File: src/rtl/modulo_varredura_teclado_pkg.sv
// -----------------------------------------------------------------------------
// modulo_varredura_teclado_pkg
// Shared definitions for the 4x4 keypad scanner: FSM state encoding, keypad
// dimensions, the idle row pattern and small helpers for decoding a row
// pattern that has exactly one key pulled low.
// -----------------------------------------------------------------------------
package modulo_varredura_teclado_pkg;

    localparam int NUM_ROWS = 4;
    localparam int NUM_COLS = 4;
    localparam int ROW_W    = $clog2(NUM_ROWS);
    localparam int COL_W    = $clog2(NUM_COLS);

    // Rows are active-low: all ones means no key pulls a row down.
    localparam logic [NUM_ROWS-1:0] ROW_IDLE = 4'b1111;

    typedef enum logic [1:0] {
        SCAN     = 2'd0,
        DEBOUNCE = 2'd1,
        HELD     = 2'd2
    } state_t;

    // True when exactly one row bit is low; two or more low bits can be a
    // ghost image of a multi-key press and are never treated as a key.
    function automatic logic single_low(input logic [NUM_ROWS-1:0] rows);
        int n_low;
        n_low = 0;
        for (int i = 0; i < NUM_ROWS; i++) begin
            if (!rows[i]) n_low++;
        end
        return (n_low == 1);
    endfunction

    // Index of the low row bit; only meaningful when single_low() holds.
    function automatic logic [ROW_W-1:0] low_index(input logic [NUM_ROWS-1:0] rows);
        logic [ROW_W-1:0] idx;
        idx = '0;
        for (int i = 0; i < NUM_ROWS; i++) begin
            if (!rows[i]) idx = ROW_W'(i);
        end
        return idx;
    endfunction

    // Row pattern produced by a single key on row idx.
    function automatic logic [NUM_ROWS-1:0] row_mask(input logic [ROW_W-1:0] idx);
        logic [NUM_ROWS-1:0] m;
        m      = ROW_IDLE;
        m[idx] = 1'b0;
        return m;
    endfunction

endpackage

File: src/rtl/modulo_sincronizador_2ff.sv
// -----------------------------------------------------------------------------
// modulo_sincronizador_2ff
// Two-flop synchronizer for a bus of independent, slowly changing bits.
//   clk   : destination clock
//   clr   : synchronous active-high reset, loads RESET_VALUE into both stages
//   din   : asynchronous input bus
//   dout  : synchronized output bus (two cycles of latency)
// -----------------------------------------------------------------------------
module modulo_sincronizador_2ff #(
    parameter int                 WIDTH       = 4,
    parameter logic [WIDTH-1:0]   RESET_VALUE = '1
) (
    input  logic             clk,
    input  logic             clr,
    input  logic [WIDTH-1:0] din,
    output logic [WIDTH-1:0] dout
);

    logic [WIDTH-1:0] meta_q, meta_d;
    logic [WIDTH-1:0] sync_q, sync_d;

    always_comb begin
        meta_d = din;
        sync_d = meta_q;
    end

    // NOTE: non-blocking assignments let both stages sample their inputs at the
    // same edge; blocking ones would collapse the chain into a single flop.
    always_ff @(posedge clk) begin
        if (clr) begin
            meta_q <= RESET_VALUE;
            sync_q <= RESET_VALUE;
        end else begin
            meta_q <= meta_d;
            sync_q <= sync_d;
        end
    end

    assign dout = sync_q;

endmodule

File: src/rtl/modulo_varredura_teclado.sv
// -----------------------------------------------------------------------------
// modulo_varredura_teclado
// 4x4 matrix keypad scanner with press/release debouncing.
//   clk       : single clock
//   clr       : synchronous active-high reset
//   row_in    : keypad rows, active-low, asynchronous (bit 0 = top row)
//   col_out   : column drive, one-hot active-low (bit 0 = left column)
//   key_code  : last accepted key, row*4 + col
//   key_valid : one-cycle pulse when a press is accepted
//   key_held  : high from acceptance until the release is confirmed
// Rows are evaluated once per column slot (every SCAN_DIV cycles). A single
// low row freezes the column and must repeat for DEBOUNCE_CNT samples before
// it is accepted; release needs DEBOUNCE_CNT consecutive idle samples.
// -----------------------------------------------------------------------------
module modulo_varredura_teclado
    import modulo_varredura_teclado_pkg::*;
#(
    parameter int SCAN_DIV     = 1000,
    parameter int DEBOUNCE_CNT = 4
) (
    input  logic                   clk,
    input  logic                   clr,
    input  logic [NUM_ROWS-1:0]    row_in,
    output logic [NUM_COLS-1:0]    col_out,
    output logic [ROW_W+COL_W-1:0] key_code,
    output logic                   key_valid,
    output logic                   key_held
);

    localparam int               CNT_W      = $clog2(SCAN_DIV);
    localparam logic [CNT_W-1:0] SLOT_LAST  = CNT_W'(SCAN_DIV - 1);
    localparam logic [3:0]       DEB_TARGET = 4'(DEBOUNCE_CNT);

    logic [NUM_ROWS-1:0] rs;

    state_t                   state_q, state_d;
    logic [CNT_W-1:0]         slot_q, slot_d;
    logic [COL_W-1:0]         col_q, col_d;
    logic [ROW_W-1:0]         row_q, row_d;
    logic [3:0]               deb_q, deb_d;
    logic [ROW_W+COL_W-1:0]   key_code_q, key_code_d;
    logic                     key_valid_q, key_valid_d;
    logic                     key_held_q, key_held_d;

    logic       sample;
    logic       accept;
    logic [3:0] deb_inc;

    modulo_sincronizador_2ff #(
        .WIDTH       (NUM_ROWS),
        .RESET_VALUE (ROW_IDLE)
    ) u_sinc_rows (
        .clk  (clk),
        .clr  (clr),
        .din  (row_in),
        .dout (rs)
    );

    assign sample  = (slot_q == SLOT_LAST);
    assign deb_inc = deb_q + 4'd1;

    // State and datapath register.
    always_ff @(posedge clk) begin
        if (clr) begin
            state_q     <= SCAN;
            slot_q      <= '0;
            col_q       <= '0;
            row_q       <= '0;
            deb_q       <= '0;
            key_code_q  <= '0;
            key_valid_q <= 1'b0;
            key_held_q  <= 1'b0;
        end else begin
            state_q     <= state_d;
            slot_q      <= slot_d;
            col_q       <= col_d;
            row_q       <= row_d;
            deb_q       <= deb_d;
            key_code_q  <= key_code_d;
            key_valid_q <= key_valid_d;
            key_held_q  <= key_held_d;
        end
    end

    // Next-state logic. Everything is evaluated against rs before the column
    // is advanced, so an accepted code always names the column that was driven.
    always_comb begin
        // NOTE: every variable gets a default first so no path can leave one
        // unassigned, which would otherwise infer a latch.
        state_d     = state_q;
        slot_d      = sample ? '0 : slot_q + CNT_W'(1);
        col_d       = col_q;
        row_d       = row_q;
        deb_d       = deb_q;
        key_code_d  = key_code_q;
        key_valid_d = 1'b0;
        key_held_d  = key_held_q;
        accept      = 1'b0;

        if (sample) begin
            unique case (state_q)
                SCAN: begin
                    if (single_low(rs)) begin
                        // The detecting sample is the first matching sample.
                        row_d = low_index(rs);
                        deb_d = 4'd1;
                        if (DEB_TARGET <= 4'd1) accept  = 1'b1;
                        else                    state_d = DEBOUNCE;
                    end else begin
                        col_d = col_q + COL_W'(1);
                    end
                end
                DEBOUNCE: begin
                    if (rs == row_mask(row_q)) begin
                        deb_d = deb_inc;
                        if (deb_inc >= DEB_TARGET) accept = 1'b1;
                    end else begin
                        state_d = SCAN;
                        deb_d   = '0;
                        col_d   = col_q + COL_W'(1);
                    end
                end
                HELD: begin
                    // Only consecutive idle samples count toward release, so
                    // any other key seen here merely restarts the count.
                    if (rs == ROW_IDLE) begin
                        deb_d = deb_inc;
                        if (deb_inc >= DEB_TARGET) begin
                            state_d    = SCAN;
                            deb_d      = '0;
                            key_held_d = 1'b0;
                            col_d      = col_q + COL_W'(1);
                        end
                    end else begin
                        deb_d = '0;
                    end
                end
                default: begin
                    state_d = SCAN;
                    deb_d   = '0;
                end
            endcase

            if (accept) begin
                state_d     = HELD;
                deb_d       = '0;
                key_code_d  = {row_d, col_q};
                key_valid_d = 1'b1;
                key_held_d  = 1'b1;
            end
        end
    end

    // Outputs: the column drive decodes straight from the registered index,
    // so exactly one column is low in every cycle, reset included.
    always_comb begin
        col_out        = '1;
        col_out[col_q] = 1'b0;
        key_code       = key_code_q;
        key_valid      = key_valid_q;
        key_held       = key_held_q;
    end

endmodule

File: config.mk
export PLATFORM = sky130hd
export DESIGN_NAME = modulo_varredura_teclado
export DESIGN_NICKNAME = d
export VERILOG_FILES = /design/src/rtl/modulo_varredura_teclado_pkg.sv /design/src/rtl/modulo_sincronizador_2ff.sv /design/src/rtl/modulo_varredura_teclado.sv
export SDC_FILE = /design/constraint.sdc
export NUM_CORES = 1
export LEC_CHECK = 0
export BUFFER_PORTS_ARGS = -buffer_cell sky130_fd_sc_hd__buf_2
export CAP_MARGIN = 5
export CORE_ASPECT_RATIO = 1.1
export CORE_MARGIN = 4
export CORE_UTILIZATION = 35
export CTS_BUF_LIST = sky130_fd_sc_hd__clkbuf_16
export CTS_CLUSTER_DIAMETER = 120
export DETAILED_ROUTE_END_ITERATION = 8
export SYNTH_ARGS = -nofsm -noshare
export SYNTH_HDL_FRONTEND = slang
export SYNTH_HIERARCHICAL = 1
export SYNTH_SLANG_ARGS = --single-unit
File: constraint.sdc
create_clock -name clk -period 3.1 [get_ports clk]
set_clock_uncertainty 0.05 [all_clocks]
set_input_delay 0.62 -clock clk [delete_from_list [all_inputs] [get_ports clk]]
set_output_delay 0.62 -clock clk [all_outputs]
set_load 0.005 [all_outputs]
# After elaboration in Yosys (flattened, before gate mapping)

Cells that the tools add are included.

Output and inout port bits: 10
Logic and storage cells: 99
Input bits: 6
Register bits after elaboration: 34

$lt $le $gt $ge: 5
Muxes and demuxes: 47
Reduce and logical (&&, ||, !) cells: 14
Equal/unequal tests: 14
Add/sub/neg operators: 6
Bitwise logic cells: 3

Operators by type and width:

| operator                | count |
|---|---|
| $mux W32                | 11 |
| $add A32 B2 Y32 const B | 3 |
| $eq A32 B2 Y1 const B   | 1 |
| $mux W2                 | 13 |
| $mux W4                 | 5 |
| $mux W1                 | 13 |
| $ne A3 B3 Y1 const B    | 4 |
| $pmux W2 S3             | 2 |
| $pmux W4 S3             | 1 |
| $add A10 B1 Y10 const B | 1 |
| $eq A10 B10 Y1 const B  | 1 |
| $ne A2 B2 Y1 const B    | 4 |
| $not A4 Y4              | 2 |
| $lt A2 B3 Y1 const B    | 2 |
| $reduce_and A6 Y1       | 1 |
| $reduce_bool A2 Y1      | 3 |
| $reduce_and A5 Y1       | 1 |
| $add A4 B1 Y4 const B   | 1 |
| $demux W1 S2            | 2 |
| $eq A4 B4 Y1            | 1 |
| $eq A4 B4 Y1 const B    | 1 |
| $ge A2 B1 Y1 const B    | 2 |
| $ge A4 B3 Y1 const B    | 1 |
| $reduce_and A2 Y1       | 2 |
| other kinds (9)         | 11 |

# Logic depth before layout (Yosys ltp)

Word-level depth: 19
Mapped depth: 11
Gate-level depth less buffers: 10

# Modules after synthesis

The synthesis kept the hierarchy.

Modules (own cells, without submodules):

| module                   | area each (sq um) | instances | seq. area each (sq um) | cells an instance |
|---|---|---|---|---|
| modulo_varredura_teclado | 1462.7            | 1         | 520.5                  | 170 |
| modulo_sincronizador_2ff | 210.2             | 1         | 160.2                  | 16 |

# Worst setup path after synthesis

OpenSTA, ideal clock, no wires.

Path type: register -> register
Start point: register u_sinc_rows.sync_q[0] (netlist: u_sinc_rows/dout[0])
End point: register col_q[0]
Setup time: 0.121 ns
Path slack: 0.499 ns
Data arrival time: 2.431 ns
Cell stages (with the launch flop): 10
Data required time: 2.929 ns
Buffers on the path: 0
Period minus slack after synthesis: 2.601 ns
Cells stage by stage: dfxtp_1 > inv_1 > ha_1 > xnor2_1 > ha_1 > nor3b_1 > a311o_1 > a41o_1 > a211oi_2 > mux2_2

Word-level cells in the longest chain between the ends: 18
Elaborated cells between the ends (all ways): 22
Those cells by class: 3 x add/sub; 6 x eq/ne; 12 x mux; 1 x reduce/logical

RTL lines:

| item                                 | RTL line                           | text |
|---|---|---|
| from (decl)                          | modulo_sincronizador_2ff.sv:20     | `logic [WIDTH-1:0] sync_q, sync_d;` |
| from (signal assigned)               | modulo_sincronizador_2ff.sv:35     | `sync_q <= sync_d;` |
| $mux W1                              | modulo_varredura_teclado_pkg.sv:29 | `if (!rows[i]) n_low++;` |
| $mux W32                             | modulo_varredura_teclado.sv:101    | `unique case (state_q)` |
| $mux W32                             | modulo_varredura_teclado.sv:100    | `if (sample) begin` |
| $add A32 B2 Y32                      | modulo_varredura_teclado_pkg.sv:29 |  |
| $mux W32                             | modulo_varredura_teclado_pkg.sv:29 |  |
| $mux W32                             | modulo_varredura_teclado.sv:101    |  |
| $mux W32                             | modulo_varredura_teclado.sv:100    |  |
| $add A32 B2 Y32                      | modulo_varredura_teclado_pkg.sv:29 |  |
| [2 not listed]                       | n/a                                |  |
| $mux W32                             | modulo_varredura_teclado.sv:100    |  |
| $add A32 B2 Y32                      | modulo_varredura_teclado_pkg.sv:29 |  |
| $mux W32                             | modulo_varredura_teclado_pkg.sv:29 |  |
| $mux W32                             | modulo_varredura_teclado.sv:101    |  |
| $mux W32                             | modulo_varredura_teclado.sv:100    |  |
| $eq A32 B2 Y1                        | modulo_varredura_teclado_pkg.sv:31 | `return (n_low == 1);` |
| $ne A2 B2 Y1 (no source line)        | n/a                                |  |
| $reduce_and A6 Y1 (no source line) * | n/a                                |  |
| to (signal assigned)                 | modulo_varredura_teclado.sv:76     | `col_q <= col_d;` |
| to (decl)                            | modulo_varredura_teclado.sv:38     | `logic [COL_W-1:0] col_q, col_d;` |

Mark *: on every way between the ends. The rest lies on a longest branch, timed or not. The select of a mux whose other input is x is not followed.
A chain may end at the register's enable or synchronous reset.

# Worst setup path in the final report

Start point: register u_sinc_rows.sync_q[0] (netlist: u_sinc_rows/dout[0])
End point: register state_q[0]

Word-level cells in the longest chain between the ends: 18
Elaborated cells between the ends (all ways): 27
Those cells by class: 3 x add/sub; 7 x eq/ne; 16 x mux; 1 x reduce/logical

RTL lines:

| item                               | RTL line                           | text |
|---|---|---|
| $mux W1                            | modulo_varredura_teclado_pkg.sv:29 |  |
| $mux W32                           | modulo_varredura_teclado.sv:101    |  |
| $mux W32                           | modulo_varredura_teclado.sv:100    |  |
| $add A32 B2 Y32                    | modulo_varredura_teclado_pkg.sv:29 |  |
| $mux W32                           | modulo_varredura_teclado_pkg.sv:29 |  |
| $mux W32                           | modulo_varredura_teclado.sv:101    |  |
| $mux W32                           | modulo_varredura_teclado.sv:100    |  |
| $add A32 B2 Y32                    | modulo_varredura_teclado_pkg.sv:29 |  |
| [2 not listed]                     | n/a                                |  |
| $mux W32                           | modulo_varredura_teclado.sv:100    |  |
| $add A32 B2 Y32                    | modulo_varredura_teclado_pkg.sv:29 |  |
| $mux W32                           | modulo_varredura_teclado_pkg.sv:29 |  |
| $mux W32                           | modulo_varredura_teclado.sv:101    |  |
| $mux W32                           | modulo_varredura_teclado.sv:100    |  |
| $eq A32 B2 Y1                      | modulo_varredura_teclado_pkg.sv:31 |  |
| $ne A3 B3 Y1 (no source line)      | n/a                                |  |
| $reduce_and A5 Y1 (no source line) | n/a                                |  |
| to (signal assigned)               | modulo_varredura_teclado.sv:74     | `state_q <= state_d;` |
| to (decl)                          | modulo_varredura_teclado.sv:36     | `state_t state_q, state_d;` |

Parallel ways exist; a longest one is shown, timed or not. The select of a mux whose other input is x is not followed.

==> impl_results.md <==
- Outcome: complete, no violations
- FP Rows: 26
- Tmin final: 2.789 ns
- Port bufs: 15
- Worst path slowest cell: or4_1
- Postcts setup bufs: 0
- GRT Overall Usage: 12.58%
- Gate count after technology mapping: 186
- Req. time, crit path: 3.25 ns
- PD cells: 493.7 nW/µm²
- DRT Pass-1 Iters: 4
- Clock sinks: 34
- Worst Hold Depth: 1
- Hold EP: u_sinc_rows/dout[3]
- Die W: 73.92 µm
- Hold path start: u_sinc_rows/meta_q[3]
- Initial Util: 36.21%
- Final total power: 961.1 µW
- Unique masters post-synth: 42
- CTS H-Tree Depth: 2
- Fraction of registers with async set/reset: 0%
- Slew Viols, Final: 0
- YS warnings: 6
- P_sw: 205.3 µW
- Clk pwr share: 47.8%
- I/O pin count: 16
- Vias/cell: 5.203
- CP Capture Type: flop
- Hold Vio Cnt, Final: 0
- Layout fillers: 488
- Comb pwr share: 5.2%
- Residual DRC count: 0
- CP arrival: 2.94 ns
- Remaining global-route overflow: 0
- Post-synth EDFFs: 0
- Peak supply drop: 316.5 µV
- RSZ-0062 raised after global routing: false
- Clk slew on worst S/H paths: 0.05 ns
- Fin crit share: 89.98%
- Crit start category: flop
- Int Pwr: 755.8 µW
- Critical path cell sequence: inv_1 > ha_1 > xnor2_1 > ha_1 > or3_1 > o211ai_1 > a31oi_1 > or4_1 > a21oi_1
- Worst r2r dst: state_q[0]
- Maximum buffer depth of the clock tree: 2
- Initial antenna violation count: 0
- Layout cell share with drive strength beyond 1: 13.66%
- DR WL/cell: 12.47 µm
- CTS buffer count: 5
- Sequential share of power: 47.0%
- Vias in the first global route: 1,282
- Clock Latency Late Sink: 0.28 ns
- Height of the die: 80.51 µm
- Seq/Total Area, Yosys: 40.69%
- CTS tree: yes
- Setup TNS: 0 ns
- Cells on worst reg2reg path: 9
- Post-DP HPWL: 2304 µm
- Iter 0 DRT Violations: 52
- Flop2flop setup slack: 0.31 ns
- Actual slew at the worst max-slew pin: 0.4462 ns
- Mapped Area: 1673 µm²
- Hold crit path type: reg2reg
- Placed Area: 1810 µm²
- Post-cts resize count: 0
- Relative slew slack: 69.49%
- Final setup viols: 0
- Synth Register Bits: 34
- CP max FO: 6
- First-pass GRT wire length: 5733 µm
- Final WL: 3254 µm
- CP peak stage delay: 0.50 ns
- FF-to-FF Start: u_sinc_rows/dout[0]
- Most used cell, CP: ha_1
- Number of antenna diodes: 0
- Final ANT Viol Nets: 0
- Mean Syn Cell Area: 8.994 µm²
- Leak Pwr: 0.7735 nW
- Max frequency: 358.5 MHz
- Max Cap Viol: 0
- Post-CTS Hold Buffers: 0
- Die Area: 5951 µm²
- Core area: 4619 µm²
- Layout Nets: 221
- Crit Path Category: reg2reg
- Net Sw Frac: 21.36%
- Largest net degree at the start of global routing: 25
- GP Congestion: 0.7672
- Via count: 1,358
- Syn nets: 202
- Design area: 1947 µm²
- CTS Root Cell: clkbuf_16
- Ys flop type: dfxtp_1
- Synth-to-Final Area Change: 16.38%
[sequential cells by signal (all words and copies together) (netlist names), 2 cells and up]
signal and flops:
row_q 2, u_sinc_rows/dout 4, u_sinc_rows/meta_q 4, key_code 4, deb_q 4, slot_q 10
col_q 2, state_q 2
[power groups by stage]
stage | clock, mW | sequential [mW] | combinational (mW)
final | 0.459 | 0.452 | 0.0498
after global routing | 0.490 | 0.453 | 0.0562
after CTS | 0.473 | 0.452 | 0.0504
after detailed placement | 0 | 0.461 | 0.0494
after global placement | 0 | 0.461 | 0.0490
after floorplan | 0 | 0.459 | 0.0386
[critical path: cells and delay by family (launching register included)]
kind | cells | cell delay, ns
AO/OA/AOI/OAI | 3 | 0.58
buffers and inverters | 1 | 0.06
adder cells (fa/ha/maj) | 2 | 0.65
AND/OR/NAND/NOR | 2 | 0.81
XOR/XNOR | 1 | 0.15
flip-flops | 1 | 0.41
[synth_stat cells, drive strengths merged, types with 2 or more instances]
master  instances  share of area [%]
and2            3                1.1
and3            2               0.75
ha             10                7.5
o21ai           5                1.5
a211oi          2                1.2
a21oi           8                2.6
o211ai          5                2.2
clkbuf          4               0.90
o31ai           2               0.90
xnor2           6                3.1
a31oi           2               0.75
a21bo           2                1.2
inv            12                2.7
nand3b          3                1.3
nand3           3               0.90
nand2          15                3.4
mux2i           5                3.0
nand4           4                1.5
nor2           18                4.0
nor3b           3                1.3
xor2            4                2.1
nor3            4                1.2
or2             9                3.4
a41o            2                1.2
and4            3                1.6
or3             4                1.5
dfxtp          34                 41
[per-stage QoR]
step / hold WS [ns] / util (%) / cells / setup WS [ns]
final: 0.3501 / 42.15 / 261 / 0.3107
after global routing: 0.3664 / 42.15 / 261 / 0.1147
after floorplan: 0.3332 / - / 186 / 0.4986
after global placement: 0.3366 / 39.19 / 254 / 0.4038
after detailed placement: 0.3400 / 39.19 / 254 / 0.3199
after CTS: 0.3521 / 42.15 / 261 / 0.2824
[cells by family after synthesis]
logic type / after synthesis / synth area share [%]
buffers and inverters: 16 / 3.590
muxes: 6 / 3.665
xor gates and xnor gates: 10 / 5.235
and+or+nand+nor: 74 / 23.34
DFF: 34 / 40.69
adders and majority gates: 10 / 7.479
AOI/OAI and AO/OA: 36 / 16.01
[placed cells by master, fill, tap and decap left out, drive strengths merged, types with 6 or more instances in the layout]
master / netlist / routed
inv: 12 / 13
dfxtp: 34 / 34
a21oi: 8 / 8
or2: 9 / 9
nand2: 15 / 15
ha: 10 / 10
buf: 0 / 16
nor2: 18 / 18
xnor2: 6 / 6
[worst max-delay path by stage]
| stage | from | end |
|---|---|---|
| after floorplan | u_sinc_rows/dout[0] | col_q[0] |
| after global placement | u_sinc_rows/dout[0] | col_q[0] |
| after detailed placement | u_sinc_rows/dout[0] | col_q[0] |
| after CTS | u_sinc_rows/dout[0] | state_q[0] |
| after global routing | u_sinc_rows/dout[0] | state_q[0] |
| final | u_sinc_rows/dout[0] | state_q[0] |
[layout make-up]
class / count / area [µm²] / share of cell area, %
Clock inverter: 2 / 11.26 / 0.5784
Inverter: 12 / 45.04 / 2.314
Clock buffer: 5 / 125.1 / 6.427
Timing Repair Buffer: 16 / 82.58 / 4.242
Tap cell: 56 / 70.07 / 3.599
Multi-Input combinational cell: 136 / 932.1 / 47.88
Sequential cell: 34 / 680.7 / 34.96
[layer usage]
| metal | track usage [%] | up-vias | wire length, µm |
|---|---|---|---|
| met5 | 0 | - | 0 |
| met4 | 6.703 | 0 | 74 |
| met3 | 3.880 | 8 | 200 |
| met2 | 19.59 | 33 | 1539 |
| met1 | 15.25 | 621 | 1439 |
| li1 | - | 696 | - |
Power figures use the tool's default switching activity.
